File: src/rtl/operand_forward_stage_pkg.sv
// Shared definitions for the operand forwarding stage.
//   - Default operand and register-address widths.
//   - Forwarding select codes reported for each resolved operand.
//   - Index of the hardwired-zero general register.
package operand_forward_stage_pkg;

  localparam int unsigned DataWDef = 32;
  localparam int unsigned AddrWDef = 5;

  // GR0 always reads as zero and is never a forwarding target.
  localparam int unsigned Gr0Idx = 0;

  typedef enum logic [1:0] {
    FwdRf  = 2'd0,
    FwdEx  = 2'd1,
    FwdMem = 2'd2,
    FwdWb  = 2'd3
  } fwd_sel_e;

endpackage

File: src/rtl/operand_forward_stage_fwd_select.sv
// Operand forwarding mux for a single source register.
// Picks the youngest in-flight writer of src_i, with priority EX > MEM > WB,
// and falls back to the register file data.
// Ports:
//   src_i                          source register address
//   ex_/mem_/wb_ valid/le/rd       writer status of each downstream stage
//   ex_load_i                      EX holds a load (its result is not ready yet)
//   rf_/ex_/mem_/wb_ data_i        data candidates
//   data_o                         resolved operand
//   sel_o                          which candidate was chosen
module operand_forward_stage_fwd_select
  import operand_forward_stage_pkg::*;
#(
  parameter int unsigned DataW = DataWDef,
  parameter int unsigned AddrW = AddrWDef
) (
  input  logic [AddrW-1:0] src_i,
  input  logic             ex_valid_i,
  input  logic             ex_le_i,
  input  logic             ex_load_i,
  input  logic [AddrW-1:0] ex_rd_i,
  input  logic             mem_valid_i,
  input  logic             mem_le_i,
  input  logic [AddrW-1:0] mem_rd_i,
  input  logic             wb_valid_i,
  input  logic             wb_le_i,
  input  logic [AddrW-1:0] wb_rd_i,
  input  logic [DataW-1:0] rf_data_i,
  input  logic [DataW-1:0] ex_data_i,
  input  logic [DataW-1:0] mem_data_i,
  input  logic [DataW-1:0] wb_data_i,
  output logic [DataW-1:0] data_o,
  output fwd_sel_e         sel_o
);

  logic src_nonzero;
  logic ex_hit;
  logic mem_hit;
  logic wb_hit;

  assign src_nonzero = (src_i != AddrW'(Gr0Idx));

  // A load in EX has no data yet; the hazard logic stalls that case, so it
  // simply does not count as an EX writer here.
  assign ex_hit  = ex_valid_i & ex_le_i & ~ex_load_i & (ex_rd_i == src_i) & src_nonzero;
  assign mem_hit = mem_valid_i & mem_le_i & (mem_rd_i == src_i) & src_nonzero;
  assign wb_hit  = wb_valid_i & wb_le_i & (wb_rd_i == src_i) & src_nonzero;

  always_comb begin
    data_o = rf_data_i;
    sel_o  = FwdRf;
    if (!src_nonzero) begin
      // GR0 reads zero regardless of what the register file returns.
      data_o = '0;
    end else if (ex_hit) begin
      data_o = ex_data_i;
      sel_o  = FwdEx;
    end else if (mem_hit) begin
      data_o = mem_data_i;
      sel_o  = FwdMem;
    end else if (wb_hit) begin
      // Register file is written on the same edge, so its read data is stale.
      data_o = wb_data_i;
      sel_o  = FwdWb;
    end
  end

endmodule

File: src/rtl/operand_forward_stage.sv
// Operand forwarding stage between the register file read ports and EX.
// Resolves RAW hazards by forwarding from EX/MEM/WB, detects load-use hazards,
// latches resolved operands into the ID/EX register, tracks in-flight
// destinations down to WB and drives the register file write port.
// Ports:
//   clk_i, rst_ni                  clock, asynchronous active-low reset
//   id_valid_i, ra_i, rb_i         ID instruction present and its source addresses
//   rf_pa_i, rf_pb_i               register file read data
//   id_rd_i, id_le_i, id_load_i    ID destination, write enable, load flag
//   flush_i                        squash the ID instruction
//   ex_result_i, mem_result_i      results of the instructions in EX and MEM
//   stall_o                        load-use hazard, upstream holds PC and IF/ID
//   ex_a_o, ex_b_o                 registered operands for EX
//   ex_valid_o, ex_rd_o, ex_le_o, ex_load_o   ID/EX control fields
//   wb_rd_o, wb_en_o, wb_data_o    register file write port
//   fwd_sel_a_o, fwd_sel_b_o       forwarding source chosen for each operand in ID
module operand_forward_stage
  import operand_forward_stage_pkg::*;
#(
  parameter int unsigned DataW = DataWDef,
  parameter int unsigned AddrW = AddrWDef
) (
  input  logic             clk_i,
  input  logic             rst_ni,
  input  logic             id_valid_i,
  input  logic [AddrW-1:0] ra_i,
  input  logic [AddrW-1:0] rb_i,
  input  logic [DataW-1:0] rf_pa_i,
  input  logic [DataW-1:0] rf_pb_i,
  input  logic [AddrW-1:0] id_rd_i,
  input  logic             id_le_i,
  input  logic             id_load_i,
  input  logic             flush_i,
  input  logic [DataW-1:0] ex_result_i,
  input  logic [DataW-1:0] mem_result_i,
  output logic             stall_o,
  output logic [DataW-1:0] ex_a_o,
  output logic [DataW-1:0] ex_b_o,
  output logic             ex_valid_o,
  output logic [AddrW-1:0] ex_rd_o,
  output logic             ex_le_o,
  output logic             ex_load_o,
  output logic [AddrW-1:0] wb_rd_o,
  output logic             wb_en_o,
  output logic [DataW-1:0] wb_data_o,
  output fwd_sel_e         fwd_sel_a_o,
  output fwd_sel_e         fwd_sel_b_o
);

  // ID/EX register
  logic             ex_valid_q, ex_valid_d;
  logic             ex_le_q,    ex_le_d;
  logic             ex_load_q,  ex_load_d;
  logic [AddrW-1:0] ex_rd_q,    ex_rd_d;
  logic [DataW-1:0] ex_a_q,     ex_a_d;
  logic [DataW-1:0] ex_b_q,     ex_b_d;

  // MEM and WB tracking (the load flag is no longer needed past EX)
  logic             mem_valid_q;
  logic             mem_le_q;
  logic [AddrW-1:0] mem_rd_q;
  logic             wb_valid_q;
  logic             wb_le_q;
  logic [AddrW-1:0] wb_rd_q;
  logic [DataW-1:0] wb_data_q;

  logic [DataW-1:0] op_a;
  logic [DataW-1:0] op_b;
  logic             hazard;
  logic             issue;

  operand_forward_stage_fwd_select #(
    .DataW(DataW),
    .AddrW(AddrW)
  ) u_fwd_a (
    .src_i      (ra_i),
    .ex_valid_i (ex_valid_q),
    .ex_le_i    (ex_le_q),
    .ex_load_i  (ex_load_q),
    .ex_rd_i    (ex_rd_q),
    .mem_valid_i(mem_valid_q),
    .mem_le_i   (mem_le_q),
    .mem_rd_i   (mem_rd_q),
    .wb_valid_i (wb_valid_q),
    .wb_le_i    (wb_le_q),
    .wb_rd_i    (wb_rd_q),
    .rf_data_i  (rf_pa_i),
    .ex_data_i  (ex_result_i),
    .mem_data_i (mem_result_i),
    .wb_data_i  (wb_data_q),
    .data_o     (op_a),
    .sel_o      (fwd_sel_a_o)
  );

  operand_forward_stage_fwd_select #(
    .DataW(DataW),
    .AddrW(AddrW)
  ) u_fwd_b (
    .src_i      (rb_i),
    .ex_valid_i (ex_valid_q),
    .ex_le_i    (ex_le_q),
    .ex_load_i  (ex_load_q),
    .ex_rd_i    (ex_rd_q),
    .mem_valid_i(mem_valid_q),
    .mem_le_i   (mem_le_q),
    .mem_rd_i   (mem_rd_q),
    .wb_valid_i (wb_valid_q),
    .wb_le_i    (wb_le_q),
    .wb_rd_i    (wb_rd_q),
    .rf_data_i  (rf_pb_i),
    .ex_data_i  (ex_result_i),
    .mem_data_i (mem_result_i),
    .wb_data_i  (wb_data_q),
    .data_o     (op_b),
    .sel_o      (fwd_sel_b_o)
  );

  // Load in EX whose data the ID instruction needs. It lasts one cycle: the
  // load moves on to MEM regardless and is forwarded from there.
  assign hazard = id_valid_i & ex_valid_q & ex_load_q & ex_le_q
                & (ex_rd_q != AddrW'(Gr0Idx))
                & ((ex_rd_q == ra_i) | (ex_rd_q == rb_i));

  // A flushed cycle is a redirect, so it must not also look like a hold.
  assign stall_o = hazard & ~flush_i;
  assign issue   = id_valid_i & ~flush_i & ~hazard;

  always_comb begin
    ex_valid_d = 1'b0;
    ex_le_d    = 1'b0;
    ex_load_d  = 1'b0;
    ex_rd_d    = '0;
    ex_a_d     = ex_a_q;
    ex_b_d     = ex_b_q;
    if (issue) begin
      ex_valid_d = 1'b1;
      ex_le_d    = id_le_i;
      ex_load_d  = id_load_i;
      ex_rd_d    = id_rd_i;
      ex_a_d     = op_a;
      ex_b_d     = op_b;
    end
  end

  always_ff @(posedge clk_i or negedge rst_ni) begin
    if (!rst_ni) begin
      ex_valid_q  <= 1'b0;
      ex_le_q     <= 1'b0;
      ex_load_q   <= 1'b0;
      ex_rd_q     <= '0;
      ex_a_q      <= '0;
      ex_b_q      <= '0;
      mem_valid_q <= 1'b0;
      mem_le_q    <= 1'b0;
      mem_rd_q    <= '0;
      wb_valid_q  <= 1'b0;
      wb_le_q     <= 1'b0;
      wb_rd_q     <= '0;
      wb_data_q   <= '0;
    end else begin
      ex_valid_q  <= ex_valid_d;
      ex_le_q     <= ex_le_d;
      ex_load_q   <= ex_load_d;
      ex_rd_q     <= ex_rd_d;
      ex_a_q      <= ex_a_d;
      ex_b_q      <= ex_b_d;
      // EX -> MEM -> WB shift never stalls.
      mem_valid_q <= ex_valid_q;
      mem_le_q    <= ex_le_q;
      mem_rd_q    <= ex_rd_q;
      wb_valid_q  <= mem_valid_q;
      wb_le_q     <= mem_le_q;
      wb_rd_q     <= mem_rd_q;
      wb_data_q   <= mem_result_i;
    end
  end

  assign ex_a_o     = ex_a_q;
  assign ex_b_o     = ex_b_q;
  assign ex_valid_o = ex_valid_q;
  assign ex_rd_o    = ex_rd_q;
  assign ex_le_o    = ex_le_q;
  assign ex_load_o  = ex_load_q;
  assign wb_rd_o    = wb_rd_q;
  assign wb_en_o    = wb_valid_q & wb_le_q;
  assign wb_data_o  = wb_data_q;

endmodule

File: config.mk
export PLATFORM = sky130hd
export DESIGN_NAME = operand_forward_stage
export DESIGN_NICKNAME = d
export VERILOG_FILES = /design/src/rtl/operand_forward_stage_pkg.sv /design/src/rtl/operand_forward_stage_fwd_select.sv /design/src/rtl/operand_forward_stage.sv
export SDC_FILE = /design/constraint.sdc
export NUM_CORES = 1
export LEC_CHECK = 0
export ABC_AREA = 1
export BUFFER_PORTS_ARGS = -buffer_cell sky130_fd_sc_hd__buf_2
export CAP_MARGIN = 0
export CORE_ASPECT_RATIO = 1.25
export CORE_MARGIN = 4
export CORE_UTILIZATION = 45
export CTS_CLUSTER_DIAMETER = 50
export DETAILED_ROUTE_END_ITERATION = 6
export PLACE_DENSITY_LB_ADDON = 0.25
export SETUP_SLACK_MARGIN = 0.02
export SLEW_MARGIN = 20
export SYNTH_ARGS = -nofsm -noshare
export SYNTH_HDL_FRONTEND = slang
export SYNTH_SLANG_ARGS = --single-unit
export TNS_END_PERCENT = 30
File: constraint.sdc
create_clock -name clk_i -period 1.72 [get_ports clk_i]
set_input_delay 0.172 -clock clk_i [delete_from_list [all_inputs] [get_ports clk_i]]
set_output_delay 0.172 -clock clk_i [all_outputs]
set_load 0.02 [all_outputs]
Word level (Yosys, flattened, before mapping)

Index checks and enable logic that the tools add are counted.

Register bits: 118
Input port bits: 149
Output and inout bits: 115
Word-level logic and storage cells: 70

Equal/unequal tests: 6
Muxes and demuxes: 20
Bitwise gates (word level): 28
Reductions and logical operators: 3

Operator list:

| kind                | count |
|---|---|
| 32-bit two-way mux  | 8 |
| 5-bit equality test | 6 |
| 1-bit bitwise AND   | 24 |
| 2-bit two-way mux   | 8 |
| 5-bit nonzero test  | 3 |
| 5-bit two-way mux   | 1 |
| 1-bit two-way mux   | 3 |
| 1-bit NOT           | 3 |
| 1-bit OR            | 1 |

Longest topological paths before layout

Gate-level depths: netlist (run 1).

Depth after elaboration: 8
Depth in mapped cells: 14
Mapped depth without buffers: 13

Cells and area by module

Synthesis (run 1) repeated with hierarchy kept, for this count alone.

Cells, all modules: 1318
Area, all modules: 8220.4 sq um

Modules (own cells, without submodules):

| module                           | times used | cells an instance | area an instance (sq um) | seq. area each (sq um) |
|---|---|---|---|---|
| operand_forward_stage            | 1          | 404               | 4191.5                   | 2952.8 |
| operand_forward_stage_fwd_select | 2          | 457               | 2014.4                   | 0.0 |

Worst setup path before layout (run 1)

No wires, ideal clock.

Path kind: reg-to-output
Start: register ex_rd_q[4], in the netlist ex_rd_o[4]
End: output port fwd_sel_b_o[1]
Arrival time: 1710 ps
Slack: -162 ps
Cell stages (with the launch flop): 7
Buffers on the path: 2
Cell sequence: dfrtp_1 > xnor2_1 > nor2b_1 > nand3_1 > buf_4 > buf_4 > a21boi_0

Cells in the longest elaborated chain, start to end: 5

Ends and longest elaborated chain:

| element                         | RTL line                               | source |
|---|---|---|
| start: declaration              | operand_forward_stage.sv:54            | `logic [AddrW-1:0] ex_rd_q, ex_rd_d;` |
| start signal: assignment        | operand_forward_stage.sv:164           | `ex_rd_q <= ex_rd_d;` |
| 5-bit equality test             | operand_forward_stage_fwd_select.sv:45 | `assign ex_hit = ex_valid_i & ex_le_i & ~ex_load_i & (ex_rd_i == src_i) & src_nonzero;` |
| 1-bit bitwise AND (2 in series) | operand_forward_stage_fwd_select.sv:45 |  |
| 2-bit two-way mux               | operand_forward_stage_fwd_select.sv:55 | `end else if (ex_hit) begin` |
| 2-bit two-way mux               | operand_forward_stage_fwd_select.sv:52 | `if (!src_nonzero) begin` |
| end: declaration                | operand_forward_stage.sv:47            | `output fwd_sel_e fwd_sel_b_o` |

No other way between the ends.

Worst setup path in the final report (run 1)

Start: register mem_rd_q[3]
End: output port fwd_sel_b_o[1]

Cells in the longest elaborated chain, start to end: 6

Ends and longest elaborated chain:

| element                         | RTL line                               | source |
|---|---|---|
| start: declaration              | operand_forward_stage.sv:61            | `logic [AddrW-1:0] mem_rd_q;` |
| start signal: assignment        | operand_forward_stage.sv:170           | `mem_rd_q <= ex_rd_q;` |
| 5-bit equality test             | operand_forward_stage_fwd_select.sv:46 | `assign mem_hit = mem_valid_i & mem_le_i & (mem_rd_i == src_i) & src_nonzero;` |
| 1-bit bitwise AND (2 in series) | operand_forward_stage_fwd_select.sv:46 |  |
| 2-bit two-way mux               | operand_forward_stage_fwd_select.sv:58 | `end else if (mem_hit) begin` |
| 2-bit two-way mux               | operand_forward_stage_fwd_select.sv:55 |  |
| 2-bit two-way mux               | operand_forward_stage_fwd_select.sv:52 |  |

No other way between the ends.

==> results of run 1 <==
[path summary, 6_finish.rpt]
path / slack, ns / from / cells past startpoint / endpoint
worst max-delay path: -0.30 / mem_rd_q[3]$_DFF_PN0_ / 7 / fwd_sel_b_o[1]
worst min-delay path: 0.1 / ex_result_i[15] / 5 / ex_b_o[15]$_DFFE_PN0P_
worst max register to register: -0.15 / ex_rd_o[3]$_DFF_PN0_ / 13 / ex_a_o[24]$_DFFE_PN0P_
worst min register to register: 0.38 / mem_valid_q$_DFF_PN0_ / 0 / wb_valid_q$_DFF_PN0_
max in group asynchronous: 1.00 / rst_ni / 3 / ex_a_o[7]$_DFFE_PN0P_
min in group asynchronous: 0.13 / rst_ni / 2 / mem_rd_q[1]$_DFF_PN0_
[sequential cells by signal, indices dropped and copies added, names as in the netlist]
| register | count |
|---|---|
| wb_data_o | 32 |
| wb_valid_q | 1 |
| ex_valid_o | 1 |
| ex_b_o | 32 |
| mem_rd_q | 5 |
| ex_a_o | 32 |
| mem_le_q | 1 |
| ex_load_o | 1 |
| mem_valid_q | 1 |
| wb_rd_o | 5 |
| wb_le_q | 1 |
| ex_le_o | 1 |
| ex_rd_o | 5 |
[layout by cell type (no fill, tap or decap), types with 22 or more instances in the layout]
cell type,n
nand2_1,408
buf_2,257
nand3_1,170
dfrtp_1,115
nor2_1,103
inv_1,59
dlygate4sd3_1,40
buf_4,40
inv_2,37
nor2_2,31
nand3_2,29
nand2_2,26
nor2_4,24
clkbuf_16,22
[repair_timing]
| item | 4_1_cts | 5_1_grt |
|---|---|---|
| gates resized for setup | 60 | 141 |
| cloned | 4 | 5 |
| hold buffers | 40 | 0 |
| hold endpoints to repair | 157 | 0 |
| endpoints found under the setup margin | 31 | 77 |
| buffers inserted | 21 | 12 |
| pin swaps | 41 | 80 |
[synth_stat cells (all sizes together)]
| cell type | number | share of area, % |
|---|---|---|
| nor3 | 3 | 0.36 |
| o21ai | 1 | 0.069 |
| nand3 | 205 | 14 |
| or2 | 1 | 0.086 |
| nand4 | 1 | 0.086 |
| nor2b | 1 | 0.086 |
| dfrtp | 118 | 41 |
| nor2 | 158 | 8.9 |
| nand3b | 1 | 0.10 |
| clkinv | 1 | 0.051 |
| xor2 | 4 | 0.48 |
| a21oi | 3 | 0.21 |
| a22oi | 1 | 0.10 |
| inv | 96 | 4.9 |
| xnor2 | 10 | 1.2 |
| buf | 63 | 5.5 |
| nand2 | 441 | 23 |
| a21boi | 1 | 0.10 |
[cells by family (layout without fill, tap and decap cells)]
family | Yosys count | count (layout) | share of synthesized area, %
other cells | 0 | 2 | 0
compound gates | 6 | 6 | 0.481
flops | 118 | 118 | 40.5
buf+inv | 160 | 518 | 10.5
xor+xnor | 14 | 14 | 1.68
simple gates | 811 | 811 | 46.8
[worst reg2reg max path, cell delays in order, from the launching register on]
cell and delay, ns:
dfrtp_2 0.42, inv_1 0.08, nand2_1 0.08, nand2_1 0.09
nor2_1 0.16, nand3_2 0.13, nand2_2 0.09, nand2_2 0.06
buf_6 0.13, nand3_4 0.15, buf_12 0.20, nor2_2 0.05
nand2_1 0.06, nand2_1 0.06
[metal layers]
layer  vias up  wire length [um]  global-route usage (%)
met3       129              2620                    6.01
met2       546             14600                    51.2
met4         0              1540                    15.5
met1      4086             10700                    36.4
met5         -                 0                       0
li1       4130                 -                       -
[power breakdown]
part,switching (mW),internal (mW)
clock,1.27,2.64
combinational,1.10,0.712
sequential,0.173,3.03
[through the flow]
step | cells | hold slack (ns) | power, mW | TNS [ns]
floorplan | 1109 | -0.124 | 4.04 | 0
global placement | 1570 | 0.0219 | 4.77 | -0.00472
detailed placement | 1570 | 0.0208 | 4.79 | 0
CTS | 1665 | 0.0843 | 8.83 | -2.55
global route | 1680 | 0.117 | 9.28 | -14.10
finish | 1681 | 0.0995 | 8.93 | -7.75
[layout make-up]
type	count	area [sq um]
Clock inverter	8	143
Timing Repair Buffer	390	2920
Fill cell	1285	4450
Inverter	97	364
Sequential cell	118	2960
Clock buffer	23	508
Antenna cell	2	5.00
Multi-Input combinational cell	831	4150
Tap cell	212	265
==> flow_metrics.tcl, run 1 <==
set metrics [dict create \
    h-tree-depth 4 \
    synthCells 1109 \
    fin_crit_ns 2.02 \
    worstPathCellList "xnor2_1, nand2_1, nor2_4, nand2_4, buf_12, a21boi_4, buf_6" \
    rsz0062_at_grt "yes" \
    max-vdd-ir-drop_v 0.000694 \
    cpMaxStageDelayCell "dfrtp_1" \
    globalRouteOverflowTotal 0 \
    power.density_nw_per_um2 790 \
    status "complete, but fails checks" \
    period_share_pct 118 \
    pin_count 264 \
    drc 0 \
    critical_path_class "flop to output port" \
    cpPeakStageDelay_ns 0.42 \
    cts_made_buffers 17 \
    core_area_sq_um 15800 \
    dieArea_sq_um 18300 \
    synth.distinct_cells 27 \
    worst-path-max-fanout 4 \
    port_buffers 263 \
    hold_viol 0 \
    synth_warnings 0 \
    rows 51 \
    clk_path_buf_depth 2 \
    place_area_sq_um 9060 \
    synth-seq-cells 118 \
    critPathBufInv 2 \
    routed_wl_mm 29.5 \
    start_util_pct 46.2 \
    cts.clk_slew.worst_paths_ns 0.06 \
    stdcell_area_sq_um 11300 \
    final_util_pct 71.7 \
    violations "negative setup slack" \
    grt_pass1_vias 8418 \
    num_vias 8891 \
    root_buffer "clkbuf_16" \
    wl_per_cell_um 17.5 \
    maxSlewHeadroom_pct 58.4 \
    clk_latency_ns 0.42 \
    pre_cts_ws_ns 0.00200 \
    drive_above_1_share_pct 37.8 \
    crit_required_ns 1.55 \
    leakage_nw 6.44 \
    gp_congestion 0.922 \
    firstDrtPassIters 6 \
    hold_path_class "primary input to flop" \
    drt.antenna.violating_nets 0 \
    layout_setup_ws_ns -0.301 \
    die_height_um 150 \
    critPathCaptureType "output port" \
    grt.total_usage_pct 30.2 \
    hpwl_mm 18.3 \
    grt_first_pass_wirelength_mm 42.8 \
    max_freq_mhz 495 \
    area_delta_synth_final_pct 55.3 \
    skew_ns 0.00651 \
    viasPerCell 5.29 \
    syn_nets 1258 \
    grt_max_degree 61 \
    tightestPinTransition_ns 0.621 \
    drtIter0Drc 794 \
    die_width_um 122 \
    start_kind "flop" \
    synth.avg_cell_area_sq_um 6.57 \
    cts_tree "built" \
    ys_seq_area_share_pct 40.5 \
    antenna_found_initial 1 \
    crit_family "flip-flops" \
    nNetsFinal 1604 \
    final_max_slew_viol_count 0 \
    cap_viol_max_count 0 \
    setup_viol 69 \
    clock-sinks 118 \
    cp.arrival_ns 1.85 \
    syn_area_sq_um 7280 \
]
No activity file was read; power rests on OpenSTA's default activity.
==> inputs of run 2 (changes only) <==
--- a/config.mk
+++ b/config.mk
@@ -8,9 +8,11 @@
 export ABC_AREA = 1
 export BUFFER_PORTS_ARGS = -buffer_cell sky130_fd_sc_hd__buf_2
 export CAP_MARGIN = 0
+export CELL_PAD_IN_SITES_DETAIL_PLACEMENT = 0
+export CELL_PAD_IN_SITES_GLOBAL_PLACEMENT = 1
 export CORE_ASPECT_RATIO = 1.25
 export CORE_MARGIN = 4
-export CORE_UTILIZATION = 45
+export CORE_UTILIZATION = 34
 export CTS_CLUSTER_DIAMETER = 50
 export DETAILED_ROUTE_END_ITERATION = 6
 export PLACE_DENSITY_LB_ADDON = 0.25
==> run 2 against run 1 <==
The run still ends with negative setup slack left. Combinational power is 3% lower. Final cell count up 4.9%. Sequential power barely moved. Largest power group unchanged. Non-clock buffer count grew 21. Largest cell class unchanged. Clock power down 11%.
==> flow_metrics.tcl, run 2 (synthesis gave the netlist of run 1 again) <==
set metrics [dict create \
    dp.cells 1648 \
    clk_latency_ns 0.43 \
    drc 0 \
    port_buffers 263 \
    die_width_um 139 \
    layout_common_cells "nand2_1, buf_2, nand3_1" \
    critPathBufInv 3 \
    critical_path_class "flop to output port" \
    start_kind "flop" \
    nNetsFinal 1625 \
    max-vdd-ir-drop_v 0.000677 \
    pin_count 264 \
    globalRouteOverflowTotal 0 \
    start_util_pct 34.7 \
    status "complete, but fails checks" \
    fillCellCount 2179 \
    antenna_found_initial 0 \
    violations "negative setup slack" \
    leakage_nw 6.42 \
    period_share_pct 115 \
    cpPeakStageDelay_ns 0.44 \
    clock-sinks 118 \
    power.density_nw_per_um2 766 \
    cts_tree "built" \
    tightestPinTransition_ns 0.495 \
    cts_made_buffers 17 \
    firstDrtPassIters 7 \
    setup_viol 69 \
    hold_start "ex_result_i[30]" \
    grt_pass1_vias 8439 \
    grt_first_pass_wirelength_mm 46.0 \
    clk_path_buf_depth 2 \
    final_max_slew_viol_count 0 \
    cpMaxStageDelayCell "dfrtp_2" \
    cp.arrival_ns 1.80 \
    rows 59 \
    grt_max_degree 39 \
    rsz0062_at_grt "yes" \
    drtIter0Drc 414 \
    hpwl_mm 20.5 \
    die_height_um 172 \
    r2r_setup_slack_ns -0.09 \
    cap_viol_max_count 0 \
    wl_per_cell_um 17.0 \
    gp_congestion 0.835 \
    drive_above_1_share_pct 33.7 \
    cts.clk_slew.worst_paths_ns 0.06 \
    num_vias 8407 \
    hold_viol 0 \
    maxSlewHeadroom_pct 66.9 \
    routed_wl_mm 30.0 \
    rr_startpoint "ex_rd_o[4]$_DFF_PN0_" \
    critPathCaptureType "output port" \
    worst-path-max-fanout 6 \
    layout_commonest_cell "nand2_1" \
    root_buffer "clkbuf_16" \
    drt.antenna.violating_nets 0 \
    rr_endpoint "ex_a_o[5]$_DFFE_PN0P_" \
    worstPathCellList "xor2_1, nor2_2, buf_4, nand3_4, buf_12, a21boi_2, buf_6" \
    hold_depth 5 \
    r2r_cells 12 \
    grt.total_usage_pct 24.7 \
    h-tree-depth 4 \
    max_freq_mhz 507 \
    layout_setup_ws_ns -0.251 \
    layout.cells.non_filler 1764 \
    viasPerCell 4.77 \
    area_delta_synth_final_pct 51.4 \
    tns_ns -4.90 \
    core_area_sq_um 21000 \
    hold_path_class "primary input to flop" \
    crit_required_ns 1.55 \
    crit_family "flip-flops" \
    min_to "ex_a_o[30]$_DFFE_PN0P_" \
    fin_crit_ns 1.97 \
    skew_ns 0.00734 \
    dieArea_sq_um 23800 \
]
==> run 2: routing by layer <==
layer | track usage (%) | wire length (um) | vias to the layer above
met5 | 0 | 0 | -
met1 | 30.3 | 12100 | 3858
met4 | 9.70 | 900 | 0
met3 | 4.37 | 1820 | 64
met2 | 43.4 | 15100 | 319
li1 | - | - | 4166
==> run 2: final cells by class <==
class	instances	area (sq um)	share of cell area [%]
Timing Repair Buffer	411	3010	27.3
Multi-Input combinational cell	831	3780	34.3
Clock buffer	19	443	4.02
Clock inverter	13	126	1.15
Sequential cell	118	2960	26.8
Tap cell	274	343	3.11
Inverter	97	367	3.33
Antenna cell	1	2.50	0.0227
==> run 2: how the worst max path moves through the flow <==
stage                          end  slack [ns]  cells after the start             startpoint
global placement    fwd_sel_a_o[1]       -0.42                      6  mem_rd_q[1]$_DFF_PN0_
floorplan           fwd_sel_a_o[1]       0.003                      9   wb_rd_o[3]$_DFF_PN0_
finish              fwd_sel_b_o[1]       -0.25                      7   wb_rd_o[1]$_DFF_PN0_
CTS                 fwd_sel_b_o[1]       -0.29                      8   ex_rd_o[0]$_DFF_PN0_
detailed placement  fwd_sel_a_o[1]       -0.45                      6  mem_rd_q[1]$_DFF_PN0_
global route               stall_o       -0.32                      9   ex_rd_o[4]$_DFF_PN0_
==> run 2: repair_timing <==
item / 4_1_cts / 5_1_grt
endpoints found under the setup margin: 77 / 77
endpoints found under the hold margin: 66 / 0
pin swaps: 19 / 23
setup buffers: 27 / 11
gates resized for setup: 48 / 40
cloned: 4 / 1
hold buffers: 40 / 0
==> run 2: worst min-delay path: stages <==
cell	delay [ns]
buf_2	0.09
nor2_1	0.04
nor2_1	0.09
nand2_1	0.05
nand2_1	0.04
==> run 2: metrics by stage <==
stage	area (sq um)	hold slack [ns]	worst slack [ns]	total power, mW	util, %
final	11000	0.0877	-0.251	8.44	52.6
after global routing	11000	0.101	-0.322	8.83	52.6
after CTS	10800	0.0786	-0.289	8.46	51.4
after detailed placement	9300	0.108	-0.455	4.85	44.3
after global placement	9300	0.108	-0.420	4.84	44.3
after floorplan	7290	-0.124	0.00293	4.04	-
==> run 2: power by group <==
group          internal [mW]  switching (mW)  leakage [nW]
clock network           2.04            1.43         0.266
logic                  0.709            1.06          4.70
registers               3.03           0.176          1.45
